`config.mk`:
```
export PLATFORM = sky130hd
export DESIGN_NAME = mult_rr_scheduler
export DESIGN_NICKNAME = d
export VERILOG_FILES = /design/src/rtl/mult_sched_defs.sv /design/src/rtl/rr_arbiter.sv /design/src/rtl/mult_rr_scheduler.sv
export SDC_FILE = /design/constraint.sdc
export NUM_CORES = 1
export LEC_CHECK = 0
export ABC_CLOCK_PERIOD_IN_PS = 4100
export CAP_MARGIN = 10
export CORE_MARGIN = 4
export CORE_UTILIZATION = 49
export DETAILED_ROUTE_END_ITERATION = 8
export PLACE_DENSITY_LB_ADDON = 0.25
export SYNTH_ARGS = -nofsm -noshare
export SYNTH_HDL_FRONTEND = slang
export SYNTH_SLANG_ARGS = --single-unit
```
`constraint.sdc`:
```
create_clock -name clk -period 4.1 [get_ports clk]
set_input_delay 1.025 -clock clk [delete_from_list [all_inputs] [get_ports clk]]
set_output_delay 1.025 -clock clk [all_outputs]
set_load 0.02 [all_outputs]
```
`src/rtl/mult_sched_defs.sv`:
```
// Shared defaults for the round-robin multiplier scheduler.
`ifndef MULT_SCHED_DEFS_SV
`define MULT_SCHED_DEFS_SV

`define MSD_CLOG2(x) $clog2(x)

package mult_sched_defs;
  localparam int unsigned MSD_W    = 4;
  localparam int unsigned MSD_NREQ = 4;
  localparam int unsigned MSD_IDW  = `MSD_CLOG2(MSD_NREQ);
  localparam int unsigned MSD_CNTW = 16;
  localparam int unsigned MSD_PW   = 2 * MSD_W;
endpackage

`endif

```
`src/rtl/rr_arbiter.sv`:
```
// Combinational round-robin arbiter: first requester at or after ptr wins.
module rr_arbiter
  import mult_sched_defs::*;
#(
  parameter int unsigned NREQ = MSD_NREQ,
  parameter int unsigned IDW  = MSD_IDW
) (
  input  logic [NREQ-1:0] req,
  input  logic [IDW-1:0]  ptr,
  input  logic            en,
  output logic [NREQ-1:0] gnt,
  output logic [IDW-1:0]  gnt_idx,
  output logic            gnt_any
);

  // Scan ptr, ptr+1, ... modulo NREQ and grant the first active request.
  always_comb begin
    gnt     = '0;
    gnt_idx = '0;
    gnt_any = 1'b0;
    for (int unsigned k = 0; k < NREQ; k++) begin
      logic [IDW-1:0] idx;
      idx = IDW'((32'(ptr) + k) % NREQ);
      if (en && !gnt_any && req[idx]) begin
        gnt[idx] = 1'b1;
        gnt_idx  = idx;
        gnt_any  = 1'b1;
      end
    end
  end

endmodule

```
`src/rtl/mult_rr_scheduler.sv`:
```
// Shares one WxW multiplier among NREQ requesters via a two-stage pipeline.
module mult_rr_scheduler
  import mult_sched_defs::*;
#(
  parameter int unsigned W    = MSD_W,
  parameter int unsigned NREQ = MSD_NREQ,
  parameter int unsigned IDW  = MSD_IDW,
  parameter int unsigned CNTW = MSD_CNTW
) (
  input  logic            clk,
  input  logic            rst,
  input  logic [NREQ-1:0]   req_valid,
  input  logic [NREQ*W-1:0] req_a,
  input  logic [NREQ*W-1:0] req_b,
  output logic [NREQ-1:0]   req_ready,
  output logic              out_valid,
  input  logic              out_ready,
  output logic [2*W-1:0]    out_prod,
  output logic [IDW-1:0]    out_id,
  output logic [CNTW-1:0]   op_count,
  output logic              busy
);

  localparam int unsigned PW = 2 * W;

  logic           s1_valid;
  logic [W-1:0]   s1_a;
  logic [W-1:0]   s1_b;
  logic [IDW-1:0] s1_id;
  logic [IDW-1:0] rr_ptr;
  logic [IDW-1:0] ptr_nxt;

  logic           adv1;
  logic           adv2;
  logic [NREQ-1:0] gnt;
  logic [IDW-1:0] gnt_idx;
  logic           gnt_any;
  logic [PW-1:0]  prod;

  logic [W-1:0] a_arr [NREQ];
  logic [W-1:0] b_arr [NREQ];

  for (genvar g = 0; g < NREQ; g++) begin : g_unpack
    assign a_arr[g] = req_a[g*W +: W];
    assign b_arr[g] = req_b[g*W +: W];
  end

  assign adv2 = !out_valid || out_ready;
  assign adv1 = !s1_valid || adv2;

  rr_arbiter #(
    .NREQ (NREQ),
    .IDW  (IDW)
  ) u_arb (
    .req     (req_valid),
    .ptr     (rr_ptr),
    .en      (adv1 && !rst),
    .gnt     (gnt),
    .gnt_idx (gnt_idx),
    .gnt_any (gnt_any)
  );

  assign req_ready = gnt;
  assign ptr_nxt   = (gnt_idx == IDW'(NREQ - 1)) ? '0 : gnt_idx + 1'b1;

  // Stand-in for the mapped multiplier core; full-width unsigned product.
  assign prod = PW'(s1_a) * PW'(s1_b);

  // Stage 1: capture the granted operands and move the priority pointer past the winner.
  always_ff @(posedge clk) begin
    if (rst) begin
      s1_valid <= 1'b0;
      s1_a     <= '0;
      s1_b     <= '0;
      s1_id    <= '0;
      rr_ptr   <= '0;
    end else if (adv1) begin
      s1_valid <= gnt_any;
      if (gnt_any) begin
        s1_a   <= a_arr[gnt_idx];
        s1_b   <= b_arr[gnt_idx];
        s1_id  <= gnt_idx;
        rr_ptr <= ptr_nxt;
      end
    end
  end

  // Stage 2: product register, frozen while the consumer stalls.
  always_ff @(posedge clk) begin
    if (rst) begin
      out_valid <= 1'b0;
      out_prod  <= '0;
      out_id    <= '0;
    end else if (adv2) begin
      out_valid <= s1_valid;
      if (s1_valid) begin
        out_prod <= prod;
        out_id   <= s1_id;
      end
    end
  end

  // Count completed output transfers, wrapping naturally.
  always_ff @(posedge clk) begin
    if (rst) begin
      op_count <= '0;
    end else if (out_valid && out_ready) begin
      op_count <= op_count + 1'b1;
    end
  end

  assign busy = s1_valid || out_valid;

endmodule

```
==> impl_metrics.csv <==
group,metric,value,unit
placement,port_buffers,70,
placement,place.gp.congestion,0.9335,
logic_synthesis,synth_area_per_cell,8.758,sq um
logic_synthesis,syn_area,0.002610,sq mm
power_and_ir_drop,ir_worst_vdd,0.0002265,V
finish,area_growth,36.96,%
hold_path,hp-class,"reg -> reg",
grt,grt_max_degree,35,
worst_setup_path,crit_arrival,3030,ps
worst_setup_path,critPathRequiredTime,3070,ps
clocking,clk_pin_slew,80,ps
grt,grt-busiest-layer,"met2",
grt,grt_pass1_vias,2403,
logic_synthesis,syn-instance-count,298,
flow_run,cap_violations,0,
clocking,hold_buffers,0,
finish,layout.nets,439,
logic_synthesis,synth_cell_types,47,
clocking,clkLatencyLatePin,290,ps
clocking,clock_path_buffers,2,
sta,setup_viol,0,
worst_setup_path,cp-start-kind,"input pin",
detailed_routing,vias,2420,
grt,met3_usage,4.102,%
logic_synthesis,seq_area_frac_synth,30.68,%
placement,place_area,0.003476,sq mm
worst_setup_path,r2r_slack,1200,ps
finish,fillers,470,
floorplanning,pin_count,71,
sta,max_freq,246.7,MHz
sta,maxSlewViolCount,0,
finish,drive_gt1_share,11.58,%
sta,period_needed,4053,ps
logic_synthesis,synthArstFlopShare,0,%
outcome,status,"completed",
detailed_routing,drt-initial-drc-count,128,
worst_setup_path,cp_max_fo,5,
clocking,clock_sinks,40,
detailed_routing,vias_per_cell,5.378,
sta,finalWorstSetupSlack,46.84,ps
worst_setup_path,critPathKind,"in -> out",
clocking,cts_tree,"built",
grt,grt_pass1_wl,10.43,mm
sta,rsz0062_at_grt,"false",
sta,relSlewSlack,53.18,%
sta,finalHoldViolCount,0,
floorplanning,die_x,80.99,um
grt,grt-ovfl-total,0,
clocking,cts_root_buffer,"clkbuf_8",
floorplanning,design.die.area,0.006559,sq mm
logic_synthesis,synth_fp_nets,358,
detailed_routing,routed_wl,6.231,mm
detailed_routing,first_pass_iters,5,
floorplanning,rows,26,
floorplanning,core,0.005140,sq mm
power_and_ir_drop,p_leak,1.502,nW
grt,track_usage,20.14,%
placement,dpl.hpwl,4.946,mm
sta,finClkSkew,4.265,ps
floorplanning,die_h,80.99,um
finish,regArea,800.8,sq um
worst_setup_path,endpoint_kind,"output pin",
placement,pre_cts_slack,-259.5,ps
grt,grtUsageMet2,36.95,%
logic_synthesis,ys_ff_latch,40,
clocking,htreeDepth,2,
logic_synthesis,synth-edff-count,0,
sta,tightest_slew,700.9,ps
logic_synthesis,ys.flop_type,"dfxtp_1",
hold_path,hold_path_depth,2,
finish,final_area,0.003575,sq mm
detailed_routing,drc_errors,0,
floorplanning,start_util,50.78,%
power_and_ir_drop,power.density,391.3,mW/mm^2
detailed_routing,routedWlPerCell,13.85,um
grt,grt_use_met1,23.11,%
finish,n_antenna_cell,0,
worst_setup_path,reg2reg_depth,9,
sta,min_period_over_period,98.86,%
finish,multi_input_area,0.001687,sq mm
logic_synthesis,ys_warn_count,0,
clocking,numCtsBuffers,5,
detailed_routing,ant_nets,0,
grt,antenna_found_initial,0,
[power by group]
group          total (W)  switching, W  internal [W]
registers       0.000488     0.0000505      0.000438
logic           0.000595      0.000304      0.000290
clock network   0.000316      0.000136      0.000180
total            0.00140      0.000491      0.000908
[per-stage QoR]
stage | setup TNS [ps] | instances | total power [W] | hold slack (ps) | utilization (%)
finish | 0 | 450 | 0.001399 | 455.3 | 69.55
global route | 0 | 450 | 0.001500 | 480.0 | 69.55
CTS | 0 | 450 | 0.001410 | 454.9 | 69.69
detailed placement | -955.6 | 442 | 0.001097 | 445.9 | 67.62
global placement | -703.0 | 442 | 0.001081 | 441.7 | 67.62
floorplan | 0 | 298 | 0.0008988 | 432.1 | -
[synth_stat cells (all sizes together), types with 5 or more instances]
cell	number	area, sq um
o21ai	5	25.02
nor2	31	116.4
a21oi	17	85.08
inv	12	45.04
xor2	13	113.9
dfxtp	40	800.8
and2	13	81.33
mux2i	18	180.2
nand3	13	65.06
nand2	36	135.1
xnor2	6	52.55
buf	6	43.79
ha	17	212.7
clkbuf	9	33.78
[worst max-delay path, stage by stage]
cell and delay [ps]:
clkdlybuf4s50_1 480, buf_4 180, or3b_2 460, o22ai_1 170, and3_1 270, nand2_1 80
nand2_1 70, clkdlybuf4s15_1 290
[routing by layer]
| layer | vias up | routed length (um) |
|---|---|---|
| met3 | 12 | 222 |
| met5 | - | 0 |
| met2 | 57 | 3160 |
| met1 | 1148 | 2702 |
| met4 | 0 | 146 |
| li1 | 1203 | - |
[placed cells by master (no fill, tap or decap), types with 6 or more instances in the layout]
cell             Yosys  routed
a21oi_1             17      17
and2_1              13      13
buf_4                1      18
clkdlybuf4s50_1      0      65
dfxtp_1             40      40
ha_1                17      17
inv_1               12      12
mux2i_1             18      18
nand2_1             36      36
nand3_1             13      13
nor2_1              31      31
xnor2_1              6       6
xor2_1              13      13
[registers in the layout, indices dropped and copies added (netlist names)]
register,cells
s1_id,2
s1_valid,1
s1_a,4
out_valid,1
op_count,16
rr_ptr,2
out_prod,8
out_id,2
s1_b,4
[layout make-up]
cell class	instances	share of cell area, %
tap	70	2.450
sequential	40	22.40
clock buffer	5	1.925
clock inverter	3	1.190
inverter	12	1.260
timing repair buffer	89	23.59
multi-input combinational	231	47.18
[worst paths after layout]
check	startpoint	end
min reg2reg	out_prod[0]$_SDFFE_PP0P_	out_prod[0]$_SDFFE_PP0P_
max reg2reg	rr_ptr[0]$_SDFFE_PP0P_	s1_b[2]$_SDFFE_PP0P_
min	out_prod[0]$_SDFFE_PP0P_	out_prod[0]$_SDFFE_PP0P_
max	req_valid[3]	req_ready[0]
[repair_timing]
item / 4_1_cts / 5_1_grt
pin swaps: 1 / 0
gates resized for setup: 4 / 8
setup buffers: 0 / 0
endpoints found under the setup margin: 4 / 4
[cell families after synthesis]
kind of cell               count (synthesis)  synth area share (%)
xor gates and xnor gates                  19                 6.376
and+or+nand+nor                          120                 22.48
AOI/OAI and AO/OA                         50                 15.48
DFF                                       40                 30.68
adders and majority gates                 21                 11.22
muxes                                     21                 9.060
buffers and inverters                     27                 4.698
Note: power is estimated with default switching activity, not from simulation.
